**config.mk**
```make
export PLATFORM = sky130hd
export DESIGN_NAME = ula_seq_resp
export DESIGN_NICKNAME = d
export VERILOG_FILES = /design/src/rtl/ula_seq_resp.sv
export SDC_FILE = /design/constraint.sdc
export NUM_CORES = 1
export LEC_CHECK = 0
export CAP_MARGIN = 25
export CELL_PAD_IN_SITES_DETAIL_PLACEMENT = 1
export CELL_PAD_IN_SITES_GLOBAL_PLACEMENT = 2
export CORE_MARGIN = 3
export CORE_UTILIZATION = 36
export CTS_CLUSTER_SIZE = 8
export DETAILED_ROUTE_END_ITERATION = 7
export PLACE_DENSITY = 0.88
export SYNTH_ARGS = -nofsm -noshare
export SYNTH_HDL_FRONTEND = slang
export SYNTH_SLANG_ARGS = --single-unit
```
**constraint.sdc**
```tcl
create_clock -name clk -period 6.4 [get_ports clk]
set_clock_uncertainty 0.2 [all_clocks]
set_input_delay 1.28 -clock clk [delete_from_list [all_inputs] [get_ports clk]]
set_output_delay 1.28 -clock clk [all_outputs]
set_load 0.03 [all_outputs]
```
**src/rtl/ula_seq_resp.sv**
```systemverilog
// Handshaked sequential 74181 responder: one 4-bit slice per cycle, low nibble first.
// Define ULA_SEQ_RESP_ONECYCLE_EN to ripple all slices combinationally in a single CALC cycle.
module ula_seq_resp #(
    parameter int W = 8
) (
    input  logic         clk,
    input  logic         rst,
    input  logic         req_valid,
    output logic         req_ready,
    input  logic [W-1:0] a,
    input  logic [W-1:0] b,
    input  logic [3:0]   s,
    input  logic         m,
    input  logic         c_in,
    output logic         rsp_valid,
    input  logic         rsp_ready,
    output logic [W-1:0] f,
    output logic         c_out,
    output logic         a_eq_b,
    output logic         busy
);

    localparam int NIB = W / 4;

    typedef enum logic [1:0] {
        IDLE,
        CALC,
        DONE
    } state_t;

    state_t       state_q, state_d;
    logic [W-1:0] a_q, a_d;
    logic [W-1:0] b_q, b_d;
    logic [3:0]   s_q, s_d;
    logic         m_q, m_d;
    logic         carry_q, carry_d;
    logic [W-1:0] f_q, f_d;
    logic         c_out_q, c_out_d;
    logic         a_eq_b_q, a_eq_b_d;
    logic [4:0]   slice_out;

`ifdef ULA_SEQ_RESP_ONECYCLE_EN
    logic         chain_c;
    logic         chain_eq;
`else
    localparam int NCW = (NIB > 1) ? $clog2(NIB) : 1;
    localparam logic [NCW-1:0] LAST_NIB = NCW'(NIB - 1);

    logic [NCW-1:0] nib_cnt_q, nib_cnt_d;
    logic           eq_acc_q, eq_acc_d;
    int unsigned    nib_idx;
`endif

    // One active-high 74181 slice: returns {Cn+4 (active-low), F}.
    // Arithmetic F is the sum of the two internal operand terms; logic F is their XNOR.
    function automatic logic [4:0] slice181(
        input logic [3:0] sa,
        input logic [3:0] sb,
        input logic [3:0] sel,
        input logic       mode,
        input logic       cn_n
    );
        logic [3:0] t1;
        logic [3:0] t2;
        logic [4:0] sum;
        t1  = sa | (sb & {4{sel[0]}}) | (~sb & {4{sel[1]}});
        t2  = (sa & ~sb & {4{sel[2]}}) | (sa & sb & {4{sel[3]}});
        sum = {1'b0, t1} + {1'b0, t2} + {4'b0000, ~cn_n};
        slice181 = {~sum[4], (mode ? ~(t1 ^ t2) : sum[3:0])};
    endfunction

    always_comb begin
        state_d   = state_q;
        a_d       = a_q;
        b_d       = b_q;
        s_d       = s_q;
        m_d       = m_q;
        carry_d   = carry_q;
        f_d       = f_q;
        c_out_d   = c_out_q;
        a_eq_b_d  = a_eq_b_q;
        slice_out = '0;
`ifdef ULA_SEQ_RESP_ONECYCLE_EN
        chain_c   = carry_q;
        chain_eq  = 1'b1;
`else
        nib_cnt_d = nib_cnt_q;
        eq_acc_d  = eq_acc_q;
        nib_idx   = 0;
`endif

        case (state_q)
            IDLE: begin
                if (req_valid) begin
                    a_d     = a;
                    b_d     = b;
                    s_d     = s;
                    m_d     = m;
                    carry_d = c_in;
`ifndef ULA_SEQ_RESP_ONECYCLE_EN
                    nib_cnt_d = '0;
                    eq_acc_d  = 1'b1;
`endif
                    state_d = CALC;
                end
            end

            CALC: begin
`ifdef ULA_SEQ_RESP_ONECYCLE_EN
                for (int unsigned i = 0; i < NIB; i++) begin
                    slice_out       = slice181(a_q[4*i +: 4], b_q[4*i +: 4], s_q, m_q, chain_c);
                    f_d[4*i +: 4]   = slice_out[3:0];
                    chain_c         = slice_out[4];
                    chain_eq        = chain_eq & (&slice_out[3:0]);
                end
                carry_d  = chain_c;
                c_out_d  = chain_c;
                a_eq_b_d = chain_eq;
                state_d  = DONE;
`else
                nib_idx             = int'(nib_cnt_q);
                slice_out           = slice181(a_q[4*nib_idx +: 4], b_q[4*nib_idx +: 4],
                                               s_q, m_q, carry_q);
                f_d[4*nib_idx +: 4] = slice_out[3:0];
                carry_d             = slice_out[4];
                eq_acc_d            = eq_acc_q & (&slice_out[3:0]);
                // c_out/a_eq_b only move on the final nibble so they hold the old result meanwhile
                if (nib_cnt_q == LAST_NIB) begin
                    c_out_d  = slice_out[4];
                    a_eq_b_d = eq_acc_d;
                    state_d  = DONE;
                end else begin
                    nib_cnt_d = nib_cnt_q + 1'b1;
                end
`endif
            end

            DONE: begin
                if (rsp_ready) begin
                    state_d = IDLE;
                end
            end

            default: state_d = IDLE;
        endcase
    end

    always_ff @(posedge clk or posedge rst) begin
        if (rst) begin
            state_q   <= IDLE;
            a_q       <= '0;
            b_q       <= '0;
            s_q       <= '0;
            m_q       <= 1'b0;
            carry_q   <= 1'b0;
            f_q       <= '0;
            c_out_q   <= 1'b1;
            a_eq_b_q  <= 1'b0;
`ifndef ULA_SEQ_RESP_ONECYCLE_EN
            nib_cnt_q <= '0;
            eq_acc_q  <= 1'b0;
`endif
        end else begin
            state_q   <= state_d;
            a_q       <= a_d;
            b_q       <= b_d;
            s_q       <= s_d;
            m_q       <= m_d;
            carry_q   <= carry_d;
            f_q       <= f_d;
            c_out_q   <= c_out_d;
            a_eq_b_q  <= a_eq_b_d;
`ifndef ULA_SEQ_RESP_ONECYCLE_EN
            nib_cnt_q <= nib_cnt_d;
            eq_acc_q  <= eq_acc_d;
`endif
        end
    end

    assign req_ready = (state_q == IDLE);
    assign rsp_valid = (state_q == DONE);
    assign busy      = (state_q != IDLE);
    assign f         = f_q;
    assign c_out     = c_out_q;
    assign a_eq_b    = a_eq_b_q;

endmodule

```
======== After elaboration in Yosys (flattened, before gate mapping) ========
Cells that the tools add are included.
word-level totals
  logic and storage cells ................. 60
  register bits ........................... 36
  output and inout port bits .............. 13
  input bits .............................. 26
cells by class
  multiplexer cells ....................... 13
  equality and inequality tests ........... 5
  $add $sub $neg .......................... 4
  shift-type cells ........................ 4
  reduce and logical (&&, ||, !) cells .... 8
  bitwise logic cells ..................... 15
operators with widths
  operator                                                                 number
  3-bit negation with 34-bit output                                        1
  4-bit by 34-bit variable shift with 8-bit output (first input constant)  1
  4-bit by 34-bit variable part select with 8-bit output                   1
  4-bit AND                                                                6
  8-bit by 4-bit variable part select with 4-bit output                    2
  4-bit bitwise OR                                                         3
  8-bit bitwise mux                                                        1
  4-bit NOT                                                                2
  2-bit two-way mux                                                        3
  1-bit one-hot mux with 2 select lines                                    3
  2-bit one-hot mux with 3 select lines                                    1
  2-bit AND reduction                                                      3
  4-bit by 4-bit adder with 5-bit output                                   1
  5-bit by 1-bit adder with 5-bit output                                   1
  1-bit two-way mux                                                        4
  4-bit two-way mux                                                        1
  2-bit != test (second input constant)                                    2
  4-bit AND reduction                                                      1
  2-bit nonzero test                                                       2
  4-bit XOR                                                                1
  3-bit AND reduction                                                      1
  2-bit by 1-bit equality test with 1-bit output (second input constant)   1
  2-bit equality test (second input constant)                              1
  2-bit logical NOT                                                        1
  other kinds (4)                                                          5

======== Logic depth before layout (Yosys ltp) ========
  word-level depth ........................ 11
  depth in mapped cells ................... 11
  mapped depth without buffers ............ 10

======== Least setup slack after synthesis ========
No wires, ideal clock.
  path kind ............................... reg-to-reg
  start ................................... register nib_cnt_q
  end ..................................... register eq_acc_q
  data required time ...................... 6067 ps
  buffers on the path ..................... 1
  library setup time ...................... 133 ps
  period minus slack after synthesis ...... 2666 ps
  slack ................................... 3734 ps
  data arrival time ....................... 2333 ps
  stages on the path, launching flop included .. 11
  cell sequence ........................... dfrtp_1 -> buf_4 -> mux2i_1 -> mux2i_1 -> and2_1 -> fa_1 -> inv_1 -> fa_1 -> a22o_2 -> nand2_1 -> o32ai_1
between the ends
  cells in the longest elaborated chain, start to end .. 11
  elaborated cells between the ends (all ways) .. 20
  classes of those cells .................. 2 x add/sub; 2 x shift; 2 x mux; 13 x bitwise; 1 x reduce/logical
RTL lines
  item                                                                        line    text
  from (decl)                                                                 49      logic [NCW-1:0] nib_cnt_q, nib_cnt_d;
  from (signal assigned)                                                      174     nib_cnt_q <= nib_cnt_d;
  8-bit by 4-bit variable part select with 4-bit output                       122     slice_out = slice181(a_q[4*nib_idx +: 4], b_q[4*nib_idx +: 4],
  4-bit NOT                                                                   66, 67
  4-bit AND (2 in series)                                                     67      t2 = (sa & ~sb & {4{sel[2]}}) | (sa & sb & {4{sel[3]}});
  4-bit bitwise OR                                                            67
  4-bit by 4-bit adder with 5-bit output / 4-bit XOR (equally long branches)  68, 69
  5-bit by 1-bit adder with 5-bit output / 4-bit NOT (equally long branches)  68, 69
  4-bit two-way mux *                                                         69      slice181 = {~sum[4], (mode ? ~(t1 ^ t2) : sum[3:0])};
  4-bit AND reduction *                                                       126     eq_acc_d = eq_acc_q & (&slice_out[3:0]);
  1-bit AND *                                                                 126
  1-bit one-hot mux with 2 select lines *                                     92      case (state_q)
  to (signal assigned)                                                        175     eq_acc_q <= eq_acc_d;
  to (decl)                                                                   50      logic eq_acc_q, eq_acc_d;
Every way passes the cells marked *; elsewhere a longest branch is shown, timed or not.
A chain may end at the register's enable or synchronous reset.

======== Final worst setup path ========
  start ................................... register state_q[1]
  end ..................................... output port req_ready
between the ends
  cells in the longest elaborated chain, start to end .. 1
RTL lines
  item                    line  text
  from (decl)             31    state_t state_q, state_d;
  from (signal assigned)  164   state_q <= state_d;
  2-bit logical NOT       180   assign req_ready = (state_q == IDLE);
  to (decl)               9     output logic req_ready,
Every way passes these cells.

==> out/metrics.yaml <==
detailed_routing:
  vias: 1249
  ant_nets: 0
  drt-initial-drc-count: 30
  postRouteWirelength_mm: 3.905
  drc_errors: 0
  first_pass_iters: 4
  viasPerCell: 4.841
  wl_per_cell_um: 15.14
clock_network:
  clk_latency_ns: 0.29
  cts_inserted_buffers: 5
  clk_pin_slew_ns: 0.08
  clock_sinks: 36
  cts_tree: "built"
  root_buffer: "clkbuf_8"
  clockBufferDepth: 2
  cts_resized: 0
  postCtsHoldBufs: 0
  postCtsSetupRepairBufs: 0
  cts.htree.levels: 2
hold_path:
  worstHoldPathCells: 2
  min_path_type: "flip-flop to flip-flop"
worst_setup_path:
  slowest_delay_ns: 0.71
  critPathMaxFanout: 4
  crit_family: "buffers and inverters"
  end_kind: "primary output"
  startpoint_type: "flip-flop"
  crit_chain: "nor2_2 > clkdlybuf4s50_1"
  path_class: "flip-flop to primary output"
  path_depth: 2
  critPathSlowestCell: "clkdlybuf4s50_1"
  arrival_ns: 1.63
  cp.required_ns: 4.92
  reg2reg_depth: 10
  critPathBufInv: 1
timing:
  timing.setup.tns_ns: 0
  setup_viol: 0
  hold_violations: 0
  slew_viol_final: 0
  timing.final.ws_setup_ns: 3.287
  max_slew_margin: 0.6729
  worst_slew_pin_slew_ns: 0.4907
  clock.fmax_ghz: 0.3213
  min_period_ns: 3.113
  post-route-period-util: 0.4864
  rsz0062_at_grt: "no"
floorplanning:
  pin_count: 39
  core_area_um2: 4880
  die_x_um: 78.11
  rows: 25
  die_h_um: 78.11
  start_util: 0.3836
  fp.dieArea_um2: 6100
cells_and_area:
  n_antenna_cell: 0
  final_common_cell: "clkdlybuf4s50_1"
  fin_nets: 222
  finalInstanceArea_um2: 2391
  drive_gt1_frac: 0.1832
  fillCellCount: 524
  final_cell_mix: "clkdlybuf4s50_1, dfrtp_1, mux2_4"
  layout-area-overhead-vs-synth_pct: 27.74
pwr:
  p_per_area_nw_per_um2: 619.6
  ir_drop_uv: 218.8
  power_mw: 1.481
  power_leakage_nw: 1.109
placement:
  place_ws_ns: 3.392
  dpl_cell_area_um2: 2276
  dp_hpwl_mm: 3.051
  io_buffer_count: 38
  routabilityCongestion: 0.7781
global_route:
  grt_overflow: 0
  grtUsageTotal: 0.1387
  grt_pass1_wl_mm: 6.589
  grt_max_degree: 37
  busiest_layer: "met2"
  gr-usage-met3: 0.04014
  grtUsageMet2: 0.2526
  grt_util_met1: 0.1538
  grt_pass1_vias: 1401
  antenna_found_initial: 0
job:
  cap_violations: 0
synthesis:
  synth_edf_count: 0
  ys_seq_area_frac: 0.4820
  syn_area_um2: 1872
  syn_nets: 183
  ys.warnings.count: 0
  ys.flop_type: "dfrtp_1"
  synth_cell_types: 29
  avgSynthCellArea_um2: 12.40
  synthCells: 151
  async_reset_ff_frac: 1.000
  ys_ff_latch: 36
outcome:
  status: "finished clean"
[where the power goes]
| part | switching [mW] | leakage, nW | internal [mW] |
|---|---|---|---|
| Clock | 0.0880 | 0.0548 | 0.117 |
| Combinational | 0.425 | 0.624 | 0.407 |
| Sequential | 0.0996 | 0.430 | 0.345 |
| Total | 0.612 | 1.11 | 0.869 |
[per-stage QoR]
| stage | cells | util | hold slack [ns] |
|---|---|---|---|
| 2_1_floorplan | 151 | - | 0.2804 |
| 6_report | 258 | 0.4900 | 0.2789 |
| 4_1_cts | 258 | 0.4900 | 0.2857 |
| 5_1_grt | 258 | 0.4900 | 0.3287 |
| 3_3_place_gp | 250 | 0.4664 | 0.2598 |
| 3_5_place_dp | 250 | 0.4664 | 0.2692 |
[logic make-up after synthesis]
family          synth area share
mux                       0.2614
compound gates           0.07086
fa+ha+maj                0.04813
buf+inv                  0.05013
xor+xnor                0.009360
flops                     0.4820
simple gates             0.07822
[Yosys cell counts, drive strengths merged (3+ instances only)]
cell type / count / area (um^2)
a21o: 3 / 22.52
nor2: 11 / 43.80
dfrtp: 35 / 875.8
ha: 4 / 50.05
inv: 7 / 26.28
o21ai: 10 / 50.05
nand2: 16 / 60.06
mux2i: 17 / 170.2
mux2: 22 / 319.0
buf: 6 / 63.81
[sequential cells by signal (all words and copies together) (netlist names)]
| register | flops |
|---|---|
| eq_acc_q | 1 |
| m_q | 1 |
| state_q | 2 |
| a_eq_b | 1 |
| f | 8 |
| carry_q | 1 |
| s_q | 4 |
| c_out | 1 |
| nib_cnt_q | 1 |
| a_q | 8 |
| b_q | 8 |
[worst paths after layout]
check,start,end,slack (ns)
min,f[6],f[6],0.28
min in group asynchronous,rst,f[0],1.20
max in group asynchronous,rst,c_out,4.46
max reg2reg,nib_cnt_q,a_eq_b,3.39
min reg2reg,f[6],f[6],0.28
max,state_q[1],req_ready,3.29
[routing by layer]
layer / part of all wire / routed length, um / up-vias
li1: - / - / 596
met3: 0.047 / 185 / 6
met4: 0.016 / 63 / 0
met2: 0.50 / 1972 / 32
met1: 0.43 / 1683 / 615
met5: 0 / 0 / -
[cell type report]
| class | count | area (um^2) | share of cell area |
|---|---|---|---|
| Clock buffer | 5 | 68.82 | 0.02878 |
| Multi-Input combinational cell | 101 | 875.8 | 0.3663 |
| Inverter | 7 | 26.28 | 0.01099 |
| Clock inverter | 3 | 46.29 | 0.01936 |
| Timing Repair Buffer | 39 | 387.9 | 0.1622 |
| Sequential cell | 36 | 902.1 | 0.3773 |
| Tap cell | 67 | 83.83 | 0.03506 |
[worst register-to-register path, delay by kind of cell (launching register included)]
family,cells,cell delay (ns)
flops,1,0.65
buf+inv,2,0.19
simple gates,2,0.22
fa+ha+maj,2,0.83
mux,2,0.49
compound gates,2,0.31
Power figures use the tool's default switching activity.
